**src/rtl/coin_bank.sv**
```systemverilog
// Coin-stock manager: per-denomination counts (50/20/10/5), coin inserts, and greedy
// one-coin-per-cycle change dispensing with snapshot restore on failure.
module coin_bank #(
  parameter int unsigned MAX_CNT  = 8,
  parameter int unsigned INIT_CNT = 4
) (
  input  logic       clk,
  input  logic       rst,
  input  logic [3:0] coin_in,
  input  logic       change_req,
  input  logic [7:0] change_amt,
  input  logic       sel_next,
  output logic [8:0] C50,
  output logic [8:0] C20,
  output logic [8:0] C10,
  output logic [8:0] C5,
  output logic [3:0] S,
  output logic [3:0] coin_out,
  output logic       busy,
  output logic       done,
  output logic       err,
  output logic       insert_rej
);

  localparam int unsigned CntW = 9;

  typedef enum logic {StIdle, StDisp} state_e;

  // Index 3..0 maps to denominations 50, 20, 10, 5.
  function automatic logic [7:0] denom(input logic [1:0] idx);
    case (idx)
      2'd3:    denom = 8'd50;
      2'd2:    denom = 8'd20;
      2'd1:    denom = 8'd10;
      default: denom = 8'd5;
    endcase
  endfunction

  state_e                     state_q, state_d;
  logic [7:0]                 rem_q, rem_d;
  logic [3:0][CntW-1:0]       cnt_q, cnt_d;
  logic [3:0][CntW-1:0]       snap_q, snap_d;
  logic [3:0]                 sel_q, sel_d;
  logic [3:0]                 coin_out_q, coin_out_d;
  logic                       done_q, done_d;
  logic                       err_q, err_d;
  logic                       rej_q, rej_d;
  logic                       found;
  logic [1:0]                 pick;

  always_ff @(posedge clk) begin
    if (rst) begin
      state_q    <= StIdle;
      rem_q      <= '0;
      cnt_q      <= {4{CntW'(INIT_CNT)}};
      snap_q     <= {4{CntW'(INIT_CNT)}};
      sel_q      <= 4'b1000;
      coin_out_q <= '0;
      done_q     <= 1'b0;
      err_q      <= 1'b0;
      rej_q      <= 1'b0;
    end else begin
      state_q    <= state_d;
      rem_q      <= rem_d;
      cnt_q      <= cnt_d;
      snap_q     <= snap_d;
      sel_q      <= sel_d;
      coin_out_q <= coin_out_d;
      done_q     <= done_d;
      err_q      <= err_d;
      rej_q      <= rej_d;
    end
  end

  // Largest stocked denomination not exceeding the remaining amount.
  always_comb begin
    found = 1'b0;
    pick  = 2'd0;
    for (int i = 3; i >= 0; i--) begin
      if (!found && cnt_q[i] != '0 && denom(2'(i)) <= rem_q) begin
        found = 1'b1;
        pick  = 2'(i);
      end
    end
  end

  always_comb begin
    state_d    = state_q;
    rem_d      = rem_q;
    cnt_d      = cnt_q;
    snap_d     = snap_q;
    sel_d      = sel_next ? {sel_q[0], sel_q[3:1]} : sel_q;
    coin_out_d = '0;
    done_d     = 1'b0;
    err_d      = 1'b0;
    rej_d      = 1'b0;

    unique case (state_q)
      StIdle: begin
        if (change_req) begin
          rem_d   = change_amt;
          snap_d  = cnt_q;
          state_d = StDisp;
          rej_d   = (coin_in != '0);
        end else if ($onehot(coin_in)) begin
          for (int i = 0; i < 4; i++) begin
            if (coin_in[i]) begin
              if (cnt_q[i] < CntW'(MAX_CNT)) cnt_d[i] = cnt_q[i] + CntW'(1);
              else                           rej_d    = 1'b1;
            end
          end
        end else if (coin_in != '0) begin
          rej_d = 1'b1;
        end
      end
      StDisp: begin
        rej_d = (coin_in != '0);
        if (rem_q == '0) begin
          done_d  = 1'b1;
          state_d = StIdle;
        end else if (found) begin
          cnt_d[pick]      = cnt_q[pick] - CntW'(1);
          rem_d            = rem_q - denom(pick);
          coin_out_d[pick] = 1'b1;
        end else begin
          cnt_d   = snap_q;
          err_d   = 1'b1;
          state_d = StIdle;
        end
      end
      default: state_d = StIdle;
    endcase
  end

  assign C50        = cnt_q[3];
  assign C20        = cnt_q[2];
  assign C10        = cnt_q[1];
  assign C5         = cnt_q[0];
  assign S          = sel_q;
  assign coin_out   = coin_out_q;
  assign busy       = (state_q == StDisp);
  assign done       = done_q;
  assign err        = err_q;
  assign insert_rej = rej_q;

endmodule
```
**config.mk**
```make
export PLATFORM = sky130hd
export DESIGN_NAME = coin_bank
export DESIGN_NICKNAME = d
export VERILOG_FILES = /design/src/rtl/coin_bank.sv
export SDC_FILE = /design/constraint.sdc
export NUM_CORES = 1
export LEC_CHECK = 0
export ABC_CLOCK_PERIOD_IN_PS = 4300
export CAP_MARGIN = 0
export CORE_MARGIN = 2
export CORE_UTILIZATION = 58
export CTS_BUF_LIST = sky130_fd_sc_hd__clkbuf_2
export CTS_CLUSTER_SIZE = 25
export DETAILED_ROUTE_END_ITERATION = 10
export PLACE_DENSITY = 0.87
export SLEW_MARGIN = 20
export SYNTH_ARGS = -nofsm -noshare
export SYNTH_HDL_FRONTEND = slang
export SYNTH_SLANG_ARGS = --single-unit
```
**constraint.sdc**
```tcl
create_clock -name clk -period 4.3 [get_ports clk]
set_input_delay 0.645 -clock clk [delete_from_list [all_inputs] [get_ports clk]]
set_output_delay 0.645 -clock clk [all_outputs]
set_load 0.02 [all_outputs]
```
* Word-level counts from Yosys, hierarchy flattened
Cells that the tools add are included.
** Cells by class
- $add $sub $neg :: 9
- $lt $le $gt $ge :: 10
- Equal/unequal tests :: 17
- Multiplexer cells :: 54
- Bitwise logic cells :: 2
- Reduce and logical (&&, ||, !) cells :: 26
** Operator list (number)
- 2-to-1 mux 36 bit :: 4
- 2-to-1 mux 9 bit :: 10
- one-hot mux 36 bit (2 select lines) :: 1
- 2-to-1 mux 8 bit :: 6
- adder 9 x 1 -> 9 bit, second input constant :: 4
- bitwise mux 36 bit :: 1
- < comparator 9 x 4 -> 1 bit, second input constant :: 4
- nonzero test 9 bit :: 4
- inequality test 2 bit, second input constant :: 12
- 2-to-1 mux 1 bit :: 21
- AND reduction 5 bit :: 4
- binary-select mux 9 bit (select 2 bit) :: 1
- demux 9 bit (select 2 bit) :: 1
- one-hot mux 6 bit (3 select lines) :: 1
- one-hot mux 8 bit (2 select lines) :: 1
- subtractor 9 x 1 -> 9 bit, second input constant :: 1
- less-or-equal comparator 3 x 8 -> 1 bit, first input constant :: 1
- less-or-equal comparator 4 x 8 -> 1 bit, first input constant :: 1
- less-or-equal comparator 5 x 8 -> 1 bit, first input constant :: 1
- less-or-equal comparator 6 x 8 -> 1 bit, first input constant :: 1
- logical AND 1 bit :: 8
- zero test 8 bit :: 1
- 2-to-1 mux 2 bit :: 4
- subtractor 8 bit :: 1
- 18 further kinds :: 24
** Storage, ports and cells
- Register bits after elaboration :: 92
- Input bits :: 16
- Output and inout port bits :: 48

* Depth between registers and ports, before layout
- Depth after elaboration :: 24
- Gate-level depth with buffers :: 18
- Mapped depth without buffers :: 18

* Worst setup path after synthesis
No wires, ideal clock.
- Path kind :: register to register
- Start :: register cnt_q (netlist bit C20[4])
- End :: register rem_q[7]
- Library setup time :: 0.132 ns
- Arrival time :: 3.467 ns
- Data required time :: 4.168 ns
- Setup slack :: 0.700 ns
- Cell stages (with the launch flop) :: 16
- Buffers on the path :: 1
- Clock period less this slack :: 3.600 ns
- Path through :: dfxtp_1 > clkbuf_1 > nor4_1 > a22oi_1 > nor4_1 > nor2_1 > ha_1 > nor2b_1 > o21ai_0 > a21boi_0 > o21ai_0 > nand2b_1 > a211o_1 > a21o_1 > nand2_1 > a21oi_1
** Between the ends
- Cells in the longest elaborated chain, start to end :: 21
** RTL lines
- from (decl) :: RTL line 41 : logic [3:0][CntW-1:0] cnt_q, cnt_d;
- from (signal assigned) :: RTL line 55 : cnt_q <= {4{CntW'(INIT_CNT)}};
- from (signal assigned) :: RTL line 65 : cnt_q <= cnt_d;
- nonzero test 9 bit * :: RTL line 80 : if (!found && cnt_q[i] != '0 && denom(2'(i)) <= rem_q) begin
- logical AND 1 bit * (2 in a row) :: RTL line 80
- 2-to-1 mux 1 bit :: RTL line 80
- zero test 1 bit :: RTL line 80
- logical AND 1 bit (2 in a row) :: RTL line 80
- 2-to-1 mux 1 bit :: RTL line 80
- zero test 1 bit :: RTL line 80
- logical AND 1 bit (2 in a row) :: RTL line 80
- [2 not listed]
- one-hot mux 6 bit (3 select lines) :: RTL line 31 : case (idx)
- 2-to-1 mux 8 bit :: RTL line 121 : end else if (found) begin
- 2-to-1 mux 8 bit :: RTL line 118 : if (rem_q == '0) begin
- 2-to-1 mux 8 bit :: RTL line 98 : unique case (state_q)
- subtractor 8 bit :: RTL line 123 : rem_d = rem_q - denom(pick);
- 2-to-1 mux 8 bit :: RTL line 121
- 2-to-1 mux 8 bit :: RTL line 118
- one-hot mux 8 bit (2 select lines) :: RTL line 98
- to (signal assigned) :: RTL line 64 : rem_q <= rem_d;
- to (decl) :: RTL line 40 : logic [7:0] rem_q, rem_d;
Mark *: on every way between the ends. The rest lies on a longest branch, timed or not. The select of a mux whose other input is x is not followed.
A chain may end at the register's enable or synchronous reset.

* Worst setup path in the final report
- Start :: register cnt_q (netlist bit C10[4])
- End :: register rem_q[6]
** Between the ends
- Cells in the longest elaborated chain, start to end :: 17
** RTL lines (RTL line)
- nonzero test 9 bit * :: 80
- logical AND 1 bit * (2 in a row) :: 80
- 2-to-1 mux 1 bit :: 80
- zero test 1 bit :: 80
- logical AND 1 bit (2 in a row) :: 80
- 2-to-1 mux 2 bit :: 80
- == test 2 x 1 -> 1 bit / == test 2 bit (equally long branches) :: 31
- one-hot mux 6 bit (3 select lines) :: 31
- 2-to-1 mux 8 bit :: 121
- 2-to-1 mux 8 bit :: 118
- 2-to-1 mux 8 bit :: 98
- subtractor 8 bit :: 123
- 2-to-1 mux 8 bit :: 121
- 2-to-1 mux 8 bit :: 118
- one-hot mux 8 bit (2 select lines) :: 98
Marks and branches as above.

==> run_results.csv <==
group,metric,value,unit
status,status,"complete, no violations",
worst_setup_path,required,4.83,ns
grt,first_global_vias,5427,
power,power_density,484,nW/um^2
placed_design,gp_congestion,0.959,
placed_design,io_buffers,63,
floorplan,pin_count,64,
routing,wl,16.9,mm
power,ir_drop,0.229,mV
floorplan,dieHeight,101,um
clock_network,clock-root-buffer,"clkbuf_2",
cells_and_area,drive_above_1_share,7.19,%
synthesis,synth_flop_cell,"dfxtp_1",
grt,grt_use_total,34.3,%
routing,via_per_inst,6.39,
clock_network,cts_num_sinks,92,
floorplan,core_area,9200,um^2
worst_setup_path,cp-end-kind,"register",
worst_setup_path,r2r_setup_slack,0.48,ns
routing,drtPass1Iterations,6,
sta,worst_pin_slew,0.891,ns
cells_and_area,fin_util,68.2,%
placed_design,hpwl,11.9,mm
clock_network,cts_made_buffers,9,
synthesis,synth.distinct_cells,61,
sta,hold_viol_final,0,
clock_network,cts.clk_slew.worst_paths,0.23,ns
cells_and_area,layout.cells.non_filler,890,
synthesis,yosysTopAreaCellShare,33.8,%
routing,post-route-drc-count,0,
routing,ant_nets,0,
sta,setup_slack,0.482,ns
sta,fin_crit,3.82,ns
grt,grt_pass1_wl,27.5,mm
synthesis,synth-seq-area-share,33.8,%
synthesis,synth_seq_cells,92,
clock_network,cts_resized,0,
sta,max_freq,0.262,GHz
synthesis,syn_area_per_cell,7.47,um^2
clock_network,clk_path_buf_depth,2,
synthesis,netlist_top_cells_count,"110 x nand2_1, 92 x dfxtp_1, 86 x nor2_1",
min_path,hold_class,"reg2reg",
power,totalPowerFinal,3.04,mW
grt,gr-total-overflow,0,
sta,clock_skew,0.0211,ns
routing,wl_per_cell,19.0,um
worst_setup_path,cp.arrival,4.35,ns
floorplan,fp.dieArea,10200,um^2
power,leakage,2.30,nW
synthesis,syn_nets,766,
sta,final.setup.tns,0,ns
sta,fin_crit_sh,88.8,%
sta,rsz0062_at_grt,"no",
clock_network,cts_hold_buf,0,
routing,drt-initial-drc-count,470,
synthesis,synth_most_common_cell,"nand2_1",
placed_design,dp_slack,0.405,ns
routing,via_count,5690,
floorplan,initial_utilization,59.3,%
cells_and_area,area_growth,15.0,%
synthesis,synth_edf_count,0,
synthesis,synth_warnings,0,
clock_network,cts_tree,"built",
worst_setup_path,path_max_fanout,8,
sta,setup_viol,0,
floorplan,rows,35,
synthesis,synth_area,5450,um^2
grt,antenna_found_initial,0,
synthesis,synthTopCellsByArea,"dfxtp_1 34%, nand2_1 7.6%, a21oi_1 7.5%",
synthesis,async_reset_ff_share,0,%
worst_setup_path,crit_type,"reg2reg",
synthesis,syn_inst,730,
floorplan,die_w,101,um
job,maxCapViolations,0,
clock_network,cts.htree.levels,3,
clock_network,post_cts_buffers,0,
cells_and_area,final_net_count,810,
sta,slew_headroom,40.4,%
grt,grt_max_degree,55,
worst_setup_path,startpoint_type,"register",
sta,maxSlewViolCount,0,
cells_and_area,n_antenna_cell,0,
placed_design,dp.cells,874,
synthesis,synth_top_area_cell,"dfxtp_1",
clock_network,worstSkewPairLatency,0.58,ns
-- critical path, stage by stage (launching register included) --
cell	delay, ns
dfxtp_1	0.47
or4_4	0.59
nor4_4	0.39
o221ai_2	0.26
inv_2	0.18
ha_1	0.21
inv_1	0.06
fa_1	0.40
a21o_1	0.17
a21oi_1	0.21
nor2b_1	0.07
o21ai_0	0.15
nand2b_1	0.10
o31ai_1	0.25
a22oi_1	0.13
nor2_1	0.12
-- final timing paths --
check                               from  depth (start not counted)                     end
hold / removal    snap_q[0]$_SDFFE_PP0P_                          2  snap_q[0]$_SDFFE_PP0P_
setup reg to reg     C10[4]$_SDFFE_PP0P_                         15   rem_q[6]$_SDFFE_PP0P_
setup / recovery     C10[4]$_SDFFE_PP0P_                         15   rem_q[6]$_SDFFE_PP0P_
hold reg to reg   snap_q[0]$_SDFFE_PP0P_                          2  snap_q[0]$_SDFFE_PP0P_
-- layout by cell type (no fill, tap or decap), drive strengths merged, types with 3 or more instances in the layout --
cell type,synthesis,routed
nand2,110,110
dfxtp,92,92
nor2,86,86
a21oi,84,84
clkdlybuf4s50,0,62
nor3,33,33
nand3,32,32
buf,8,24
inv,24,24
o21ai,23,23
ha,18,18
xnor2,15,15
o211ai,14,14
xor2,13,13
and3,11,11
clkbuf,45,10
a221oi,9,9
a21o,9,9
nor2b,8,8
a211oi,8,8
nor4,8,8
and2,7,7
nand2b,6,6
a22oi,6,6
mux2i,6,6
a31oi,5,5
nand3b,5,5
o221ai,5,5
a311oi,5,5
a211o,4,4
clkinv,0,4
a22o,3,3
o2bb2ai,3,3
or4,3,3
o22ai,3,3
-- cell families (layout without fill, tap and decap cells) --
group	after synthesis	after routing	share of synthesized area [%]
compound gates	193	193	23.3
xor+xnor	28	28	4.50
fa+ha+maj	20	20	4.86
buf+inv	77	126	5.81
flops	92	92	33.8
mux	6	6	1.10
simple gates	314	314	26.7
-- stage by stage --
stage	hold slack, ns	instance area, um^2
finish	0.474	6270
global route	0.488	6270
CTS	0.473	6270
detailed placement	0.447	6170
global placement	0.442	6170
floorplan	0.436	5450
-- state kept, by name (all words and copies together) (netlist names), 4 cells and up --
name,flops
snap_q,36
C10,9
C50,9
S,4
C5,9
rem_q,8
C20,9
coin_out,4
-- routing by layer --
layer / up-vias / global-route usage (%) / routed length [um]
met5: - / 0 / 0
met4: 0 / 15.3 / 646
met3: 68 / 7.70 / 1650
met2: 335 / 55.7 / 7880
met1: 2643 / 43.6 / 6750
li1: 2644 / - / -
-- cell type report --
cell class / instances / area (um^2)
clock buffer: 10 / 50.0
inverter: 24 / 90.1
sequential: 92 / 1840
clock inverter: 6 / 55.1
timing repair buffer: 86 / 798
multi-input combinational: 561 / 3300
fill: 789 / 2920
tap: 111 / 139
-- power by group --
part | internal, mW | switching, mW
clock network | 0.131 | 0.291
logic | 0.593 | 0.926
registers | 0.939 | 0.158
total | 1.66 | 1.37
No activity file was read; power rests on OpenSTA's default activity.
